<file path="config.mk">
export PLATFORM = sky130hd
export DESIGN_NAME = rr_prio_enc8
export DESIGN_NICKNAME = d
export VERILOG_FILES = /design/src/rtl/rr_arbiter8_pkg.sv /design/src/rtl/rr_arbiter8_prio_enc.sv
export SDC_FILE = /design/constraint.sdc
export NUM_CORES = 1
export LEC_CHECK = 0
export CAP_MARGIN = 30
export CORE_MARGIN = 3
export CORE_UTILIZATION = 55
export DETAILED_ROUTE_END_ITERATION = 10
export DONT_BUFFER_PORTS = 1
export PLACE_DENSITY_LB_ADDON = 0.25
export SYNTH_ARGS = -nofsm -noshare
export SYNTH_HDL_FRONTEND = slang
export SYNTH_SLANG_ARGS = --single-unit
</file>
<file path="constraint.sdc">
create_clock -name vclk -period 2.54
set_input_delay 0 -clock vclk [all_inputs]
set_output_delay 0 -clock vclk [all_outputs]
set_load 0.01 [all_outputs]
</file>
<file path="src/rtl/rr_arbiter8_pkg.sv">
// Shared definitions for the 8-way round-robin arbiter: sizes, tenure default, FSM encoding.
// Optional tenure limit is enabled by defining ARB_TIMEOUT_EN.
package rr_arbiter8_pkg;
  localparam int N_REQ        = 8;
  localparam int SEL_W        = 3;
  localparam int DEF_HOLD_MAX = 16;

  typedef enum logic {
    ARB_IDLE  = 1'b0,
    ARB_GRANT = 1'b1
  } arb_state_e;
endpackage

</file>
<file path="src/rtl/rr_arbiter8_prio_enc.sv">
// Rotating priority encoder: first set request at or above ptr, wrapping 7 -> 0.
module rr_prio_enc8
  import rr_arbiter8_pkg::*;
(
  input  logic [N_REQ-1:0] req,
  input  logic [SEL_W-1:0] ptr,
  output logic             any,
  output logic [SEL_W-1:0] idx,
  output logic [N_REQ-1:0] onehot
);
  logic [SEL_W-1:0] cand;

  // Scan from the farthest offset back to ptr so the nearest set bit wins last.
  always_comb begin
    idx  = ptr;
    cand = '0;
    for (int i = N_REQ - 1; i >= 0; i--) begin
      cand = ptr + SEL_W'(i);
      if (req[cand]) idx = cand;
    end
  end

  assign any    = |req;
  assign onehot = any ? (N_REQ'(1) << idx) : '0;
endmodule

</file>
==> metrics.md, run 1 <==
| Metric | Value |
|---|---|
| Final Routed Wirelength | `3300 microns` |
| WL/cell | `20.0 microns` |
| Worst path max stage delay | `0.52 ns` |
| Final #Nets | `153` |
| Status | `complete, no violations` |
| Number of hold violations in the final report | `0` |
| Diode count | `0` |
| Crit-path slowest cell | `a311oi_4` |
| WP data required | `2.54 ns` |
| Vias in the first global route | `1049` |
| Crit-path cells | `clkinvlp_4 -> ha_4 -> mux4_2 -> mux2_4 -> a311oi_4 -> nand2_1 -> nor4b_2` |
| GR Overflow Total | `0` |
| Max Cap Viol | `0` |
| Endpoints failing setup | `0` |
| Antenna violations before repair | `0` |
| Mapped Area | `1170 sq um` |
| Cell Int Power | `0.198 mW` |
| Mapped Avg Cell Area | `8.29 sq um` |
| Pin count of the biggest net entering global routing | `28` |
| PwrDens | `313 nW/um^2` |
| Worst EP arrival | `2.40 ns` |
| Critical Path Source Type | `input port` |
| Core ar. | `1980 sq um` |
| Synth cell types | `53` |
| Power share of the clock group | `0%` |
| Overall Global Routing Usage | `25.5%` |
| Chip Height | `52.1 microns` |
| CP bufs+invs | `1` |
| Net Sw Frac | `53.0%` |
| Cell area after placement | `1310 sq um` |
| Slew HR | `59.6%` |
| DR iter-0 viols | `47` |
| Vias | `1213` |
| FF/Latch Area | `0 sq um` |
| Syn. warnings | `0` |
| Port bufs | `0` |
| Post-DP HPWL | `2520 microns` |
| Post-Layout Inst Area | `1350 sq um` |
| Total power | `0.422 mW` |
| Most frequent cells in the layout | `mux2i_1 (15), nand2_1 (15), mux4_2 (8)` |
| 1st-pass router iterations | `4` |
| Sequential area share after synthesis | `0%` |
| Instance count of the mapped netlist | `141` |
| CLK BUF | `0` |
| Worst vdd ir | `179 uV` |
| RSZ-0062 raised after global routing | `no` |
| Final sequential cell count | `0` |
| First-pass GRT wire length | `5410 microns` |
| Rows | `16` |
| Worst-path fanout max | `22` |
| Die W | `52.1 microns` |
| Post-DRT Antenna Nets | `0` |
| I/O pins | `23` |
| FILL cells | `150` |
| Die area | `2710 sq um` |
| Actual slew at the worst max-slew pin | `0.606 ns` |
| Sequential Power Share | `0%` |
| Worst hold-check path type | `input port to output pin` |
| Vias per cell | `7.35` |
| Fin. max-slew vios | `0` |
| Initial Util | `59.0%` |
| Area of the multi-input gates | `1210 sq um` |
| Area Overhead vs Synth | `15.2%` |
| Psw | `0.224 mW` |
| Lkg Pwr | `0.469 nW` |
| Final GP Congestion | `0.915` |
| Crit path time final | `2.40 ns` |
| Crit. End Element | `output pin` |
| Remaining DRCs | `0` |
| Share of cells above drive strength 1 | `30.4%` |
| Syn nets | `154` |
| Period utilisation layout | `94.6%` |
| Fmax achieved | `416 MHz` |
| CP Class | `input port to output pin` |
| Gate power share | `100.0%` |
| Cell family with most CP delay | `simple AND/OR/NAND/NOR gates` |
==> cells in the mapped netlist (2+ instances only) <==
cell type / count / area [sq um]
a2111oi_1: 3 / 30.0
mux2i_1: 15 / 150
nand2_1: 15 / 56.3
a221oi_1: 2 / 17.5
inv_1: 8 / 30.0
ha_1: 2 / 25.0
buf_2: 4 / 20.0
o21ai_0: 4 / 20.0
or4_1: 2 / 15.0
or2_2: 2 / 12.5
clkbuf_1: 2 / 7.51
nor4b_1: 3 / 26.3
mux2_2: 7 / 78.8
and2_1: 2 / 12.5
nand2b_1: 2 / 12.5
nor2b_1: 4 / 25.0
o211ai_1: 3 / 22.5
mux2_4: 2 / 30.0
a22o_1: 6 / 52.6
nor3_1: 2 / 10.0
nor2_1: 6 / 22.5
o311ai_0: 2 / 17.5
xnor2_1: 3 / 26.3
a21oi_1: 4 / 20.0
a22oi_1: 2 / 15.0
mux4_1: 2 / 52.6
mux4_2: 6 / 135
==> final timing paths <==
path / from / to / slack (ns) / cells after the start
setup / recovery: ptr[0] / onehot[5] / 0.14 / 7
hold / removal: req[6] / any / 0.41 / 4
==> per-layer routing <==
metal | up-vias | global-route usage (%) | share of wire, %
met3 | 0 | 0.860 | 6.2
li1 | 571 | - | -
met2 | 54 | 42.7 | 49
met1 | 588 | 37.9 | 45
met5 | - | 0 | 0
met4 | 0 | 0.873 | 0
==> metrics by stage <==
step | setup TNS [ns] | hold WS (ns) | std cells | util [%] | setup slack [ns]
after floorplan | -0.00766 | 0.351 | 141 | - | -0.00383
after global placement | 0 | 0.405 | 162 | 66.1 | 0.0946
after detailed placement | 0 | 0.409 | 162 | 66.1 | 0.0575
after CTS | 0 | 0.412 | 162 | 66.1 | 0.0565
after global routing | 0 | 0.430 | 165 | 67.9 | 0.0494
final | 0 | 0.411 | 165 | 67.9 | 0.138
==> power groups by stage <==
stage	Sequential, mW	Clock (mW)	Combinational (mW)
floorplan	0	0	0.358
global placement	0	0	0.382
detailed placement	0	0	0.390
CTS	0	0	0.391
global route	0	0	0.449
finish	0	0	0.422
==> layout make-up <==
type | instances | area share [%]
Multi-Input combinational cell | 124 | 90.2
Timing Repair Buffer | 6 | 4.28
Inverter | 8 | 2.97
Tap cell | 27 | 2.51
==> kinds of logic after synthesis <==
logic type | after synthesis | synth area share (%)
fa+ha+maj | 2 | 2.14
simple gates | 43 | 19.7
compound gates | 44 | 31.1
xor+xnor | 3 | 2.25
mux | 32 | 38.2
buf+inv | 17 | 6.64
==> timing repair <==
| item | in CTS | in global routing |
|---|---|---|
| buffers inserted | 0 | 3 |
| gates resized for setup | 0 | 1 |
| endpoints found under the setup margin | 0 | 6 |
| hold buffers | 0 | 0 |
Power figures use the tool's default switching activity.
==> run 2: changes to the inputs <==
RECOVER_POWER = 50   (was not set)
==> run 2 against run 1 <==
  * Hold slack gained 0.022 ns
  * Largest cell class unchanged
  * Sequential share of layout area is the same
  * Highest routed layer unchanged
  * Via count grew 0.74%
  * Non-clock buffer count is the same
  * Die area is the same
  * Global-route usage is the same
  * Worst setup slack gained 0.025 ns
  * Wire length grew 1.1%
  * Utilization shrank 0.69 points
  * Critical endpoint is now onehot[4]
  * Flip-flop and latch count is the same
==> metrics.md, run 2 (synthesized netlist as in run 1, its figures left out) <==
| Metric | Value |
|---|---|
| Vias | `1222` |
| Port bufs | `0` |
| FF/Latch Area | `0 sq um` |
| Hold Buf Count CTS | `0` |
| Hold Slack | `0.433 ns` |
| Number of hold violations in the final report | `0` |
| Diode count | `0` |
| Worst hold-check path type | `input port to output pin` |
| Pre-CTS setup slack | `0.0575 ns` |
| First-pass GRT wire length | `5410 microns` |
| Critical Path Source Type | `input port` |
| Worst setup path start | `ptr[0]` |
| Fin. max-slew vios | `0` |
| Crit. End Element | `output pin` |
| I/O pins | `23` |
| Overall Global Routing Usage | `25.5%` |
| 1st-pass router iterations | `4` |
| Rows | `16` |
| Period utilisation layout | `93.6%` |
| WP data required | `2.54 ns` |
| Post-DRT Antenna Nets | `0` |
| RSZ-0062 raised after global routing | `no` |
| Final GP Congestion | `0.915` |
| DR iter-0 viols | `44` |
| GR Overflow Total | `0` |
| PnR worst setup slack | `0.163 ns` |
| Die W | `52.1 microns` |
| Setup crit end | `onehot[4]` |
| Core ar. | `1980 sq um` |
| CLK BUF | `0` |
| Vias per cell | `7.41` |
| Share of cells above drive strength 1 | `29.0%` |
| Final Routed Wirelength | `3340 microns` |
| Initial Util | `59.0%` |
| Pin count of the biggest net entering global routing | `28` |
| Fmax achieved | `421 MHz` |
| WL/cell | `20.2 microns` |
| Remaining DRCs | `0` |
| Most frequent cells in the layout | `mux2i_1 (15), nand2_1 (15), mux4_2 (8)` |
| Status | `complete, no violations` |
| Crit path time final | `2.38 ns` |
| Final sequential cell count | `0` |
| Post-DP HPWL | `2520 microns` |
| Endpoints failing setup | `0` |
| PwrDens | `311 nW/um^2` |
| Area Overhead vs Synth | `14.0%` |
| Antenna violations before repair | `0` |
| Worst vdd ir | `175 uV` |
| Final #Nets | `153` |
| Total power | `0.415 mW` |
| Die area | `2710 sq um` |
| Max Cap Viol | `0` |
| CP Class | `input port to output pin` |
| Slew HR | `59.7%` |
| Vias in the first global route | `1049` |
| Worst-path fanout max | `22` |
| Chip Height | `52.1 microns` |
| Worst EP arrival | `2.38 ns` |
| Lkg Pwr | `0.457 nW` |
| Actual slew at the worst max-slew pin | `0.604 ns` |
run 2: cell count changes in the layout (fill, tap and decap cells not counted):
cell	delta
buf_4	-1
clkbuf_1	+1
nor4b_2	+1
nor4b_4	-1
o21a_1	+1
o21a_2	-1
run 2: repair_timing:
item / CTS / global route
buffers inserted: 0 / 3
endpoints found under the setup margin: 0 / 6
gates resized for setup: 0 / 1
run 2: how the worst min path moves through the flow:
| stage | from | slack, ns | endpoint | cells after the start |
|---|---|---|---|---|
| detailed placement | req[6] | 0.41 | any | 4 |
| global placement | req[2] | 0.41 | any | 4 |
| finish | ptr[0] | 0.43 | onehot[5] | 4 |
| CTS | req[6] | 0.41 | any | 4 |
| floorplan | req[2] | 0.35 | any | 3 |
| global route | ptr[0] | 0.45 | onehot[5] | 4 |
run 2: layer usage:
metal	share of wire, %	track usage [%]
met2	48	42.7
met4	0	0.873
met1	45	37.9
met5	0	0
met3	7.0	0.860
run 2: where the power goes:
part | internal [mW] | switching (mW) | total [mW]
sequential | 0 | 0 | 0
clock | 0 | 0 | 0
combinational | 0.194 | 0.221 | 0.415
run 2: cell type report:
| type | instances | area (sq um) |
|---|---|---|
| timing repair buffer | 6 | 53.8 |
| tap | 27 | 33.8 |
| fill | 155 | 649 |
| multi-input combinational | 124 | 1200 |
| inverter | 8 | 40.0 |
run 2: per-stage QoR:
stage          util [%]  cell area (sq um)  cells  setup TNS (ns)
2_1_floorplan         -               1350    141        -0.00766
3_3_place_gp       66.1               1310    162               0
3_5_place_dp       66.1               1310    162               0
4_1_cts            66.1               1310    162               0
5_1_grt            67.2               1330    165               0
6_report           67.2               1330    165               0
run 2: critical path: stages:
cell	delay (ns)
clkinvlp_4	0.09
ha_4	0.31
mux4_2	0.38
mux2_4	0.34
a22o_1	0.18
a311oi_1	0.28
and3_4	0.26
clkinvlp_4	0.11
nor4b_2	0.42
==> run 3: changes to the inputs <==
CORE_UTILIZATION = 50   (was 55)
==> run 3 against run 2 <==
  * Via count down 0.82%
  * First-iteration DRC count increased by 36%
  * Total power decreased by 0.30%
  * Sequential share of layout area is the same
  * Fmax down 1.1%
  * Worst setup slack lost 0.027 ns
  * Highest routed layer is now met4
  * Non-clock buffer count grew 1
  * Wire length rose by 0.51%
==> metrics.md, run 3 (synthesized netlist as in run 1, its figures left out) <==
| Metric | Value |
|---|---|
| Vias in the first global route | `1117` |
| Worst EP arrival | `2.40 ns` |
| Final #Nets | `154` |
| Final GP Congestion | `0.846` |
| Number of hold violations in the final report | `0` |
| Worst path max stage delay | `0.37 ns` |
| Period utilisation layout | `94.6%` |
| First-pass GRT wire length | `5430 microns` |
| Most frequent cells in the layout | `nand2_1 (15), mux2i_1 (14), mux4_2 (8)` |
| WL/cell | `20.2 microns` |
| Pin count of the biggest net entering global routing | `28` |
| DR iter-0 viols | `60` |
| WP data required | `2.54 ns` |
| Fin cells | `166` |
| Worst hold-check path type | `input port to output pin` |
| Area Overhead vs Synth | `14.2%` |
| Worst vdd ir | `166 uV` |
| Initial Util | `56.1%` |
| FF/Latch Area | `0 sq um` |
| Actual slew at the worst max-slew pin | `0.602 ns` |
| Worst Hold Depth | `4` |
| DP Cell Count | `162` |
| RSZ-0062 raised after global routing | `no` |
| Overall Global Routing Usage | `24.1%` |
| GR Overflow Total | `0` |
| Status | `complete, no violations` |
| Antenna violations before repair | `0` |
| Slew HR | `59.9%` |
| Commonest non-fill, non-tap cell in the layout | `nand2_1` |
| WHS Endpoint | `onehot[7]` |
| Core ar. | `2080 sq um` |
| FILL cells | `172` |
| Share of cells above drive strength 1 | `30.2%` |
| Die W | `54.3 microns` |
| Vias per cell | `7.30` |
| Total power | `0.413 mW` |
| Final sequential cell count | `0` |
| Port bufs | `0` |
| Diode count | `0` |
| 1st-pass router iterations | `4` |
| Endpoints failing setup | `0` |
| Crit. End Element | `output pin` |
| Chip Height | `54.3 microns` |
| Rows | `16` |
| Worst-path fanout max | `22` |
| Fmax achieved | `416 MHz` |
| Final Routed Wirelength | `3360 microns` |
| PwrDens | `310 nW/um^2` |
| CP Class | `input port to output pin` |
| Remaining DRCs | `0` |
| Hold Crit Start | `ptr[2]` |
| Vias | `1212` |
| Final core area utilization | `64.1%` |
| Critical Path Source Type | `input port` |
| Max Cap Viol | `0` |
| Crit-path cells | `clkinvlp_4 -> ha_4 -> mux4_2 -> mux2_4 -> a22o_1 -> a311oi_1 -> and3_4 -> clkinvlp_4 -> nor4b_4` |
| Hold Slack | `0.497 ns` |
| Hold Buf Count CTS | `0` |
| CLK BUF | `0` |
| Crit path time final | `2.40 ns` |
| Fin. max-slew vios | `0` |
| Crit-path slowest cell | `mux4_2` |
| Crit path top cell by count | `clkinvlp_4` |
| Post-DP HPWL | `2490 microns` |
| Lkg Pwr | `0.461 nW` |
| I/O pins | `23` |
| Die area | `2950 sq um` |
| Area of the multi-input gates | `1210 sq um` |
| Post-DRT Antenna Nets | `0` |
## run 3: metal layers
metal  track usage [%]  vias to the layer above  share of wire (%)
met3              1.91                        2                6.3
met1              35.0                      592                 44
met2              40.0                       45                 49
li1                  -                      573                  -
met5                 0                        -                  0
met4              2.07                        0               0.54
## run 3: worst max-delay path: cells and delay by family
kind | cells | cell delay [ns]
multiplexers | 2 | 0.71
AND/OR/NAND/NOR | 2 | 0.61
AO/OA/AOI/OAI | 2 | 0.44
adder cells (fa/ha/maj) | 1 | 0.35
buffers and inverters | 2 | 0.27
## run 3: power breakdown
part           leakage [nW]  switching, mW  internal [mW]  total [mW]
sequential                0              0              0           0
combinational         0.461          0.221          0.193       0.413
clock                     0              0              0           0
## run 3: how the worst max path moves through the flow
stage                     slack (ns)   start         to  cells past startpoint
after floorplan               -0.004  ptr[0]  onehot[0]                     11
after global placement          0.12  ptr[0]  onehot[6]                      8
after detailed placement        0.09  ptr[0]  onehot[2]                      9
after CTS                       0.09  ptr[0]  onehot[6]                      8
after global routing            0.03  ptr[0]  onehot[4]                      9
final                           0.14  ptr[0]  onehot[4]                      9
## run 3: area by class of cell
type | instances | share of cell area [%]
inverters | 8 | 3.00
multi-input cells | 124 | 90.8
well taps | 27 | 2.53
repair buffers | 7 | 3.66
## run 3: what timing repair did
action                     4_1_cts  5_1_grt
buffers inserted                 0        4
gates resized for setup          0        2
setup endpoints to repair        0        6
## run 3: through the flow
step | worst slack (ns) | TNS (ns) | instance area, sq um
after floorplan | -0.00383 | -0.00766 | 1350
after global placement | 0.122 | 0 | 1310
after detailed placement | 0.0945 | 0 | 1310
after CTS | 0.0885 | 0 | 1310
after global routing | 0.0302 | 0 | 1340
final | 0.136 | 0 | 1340
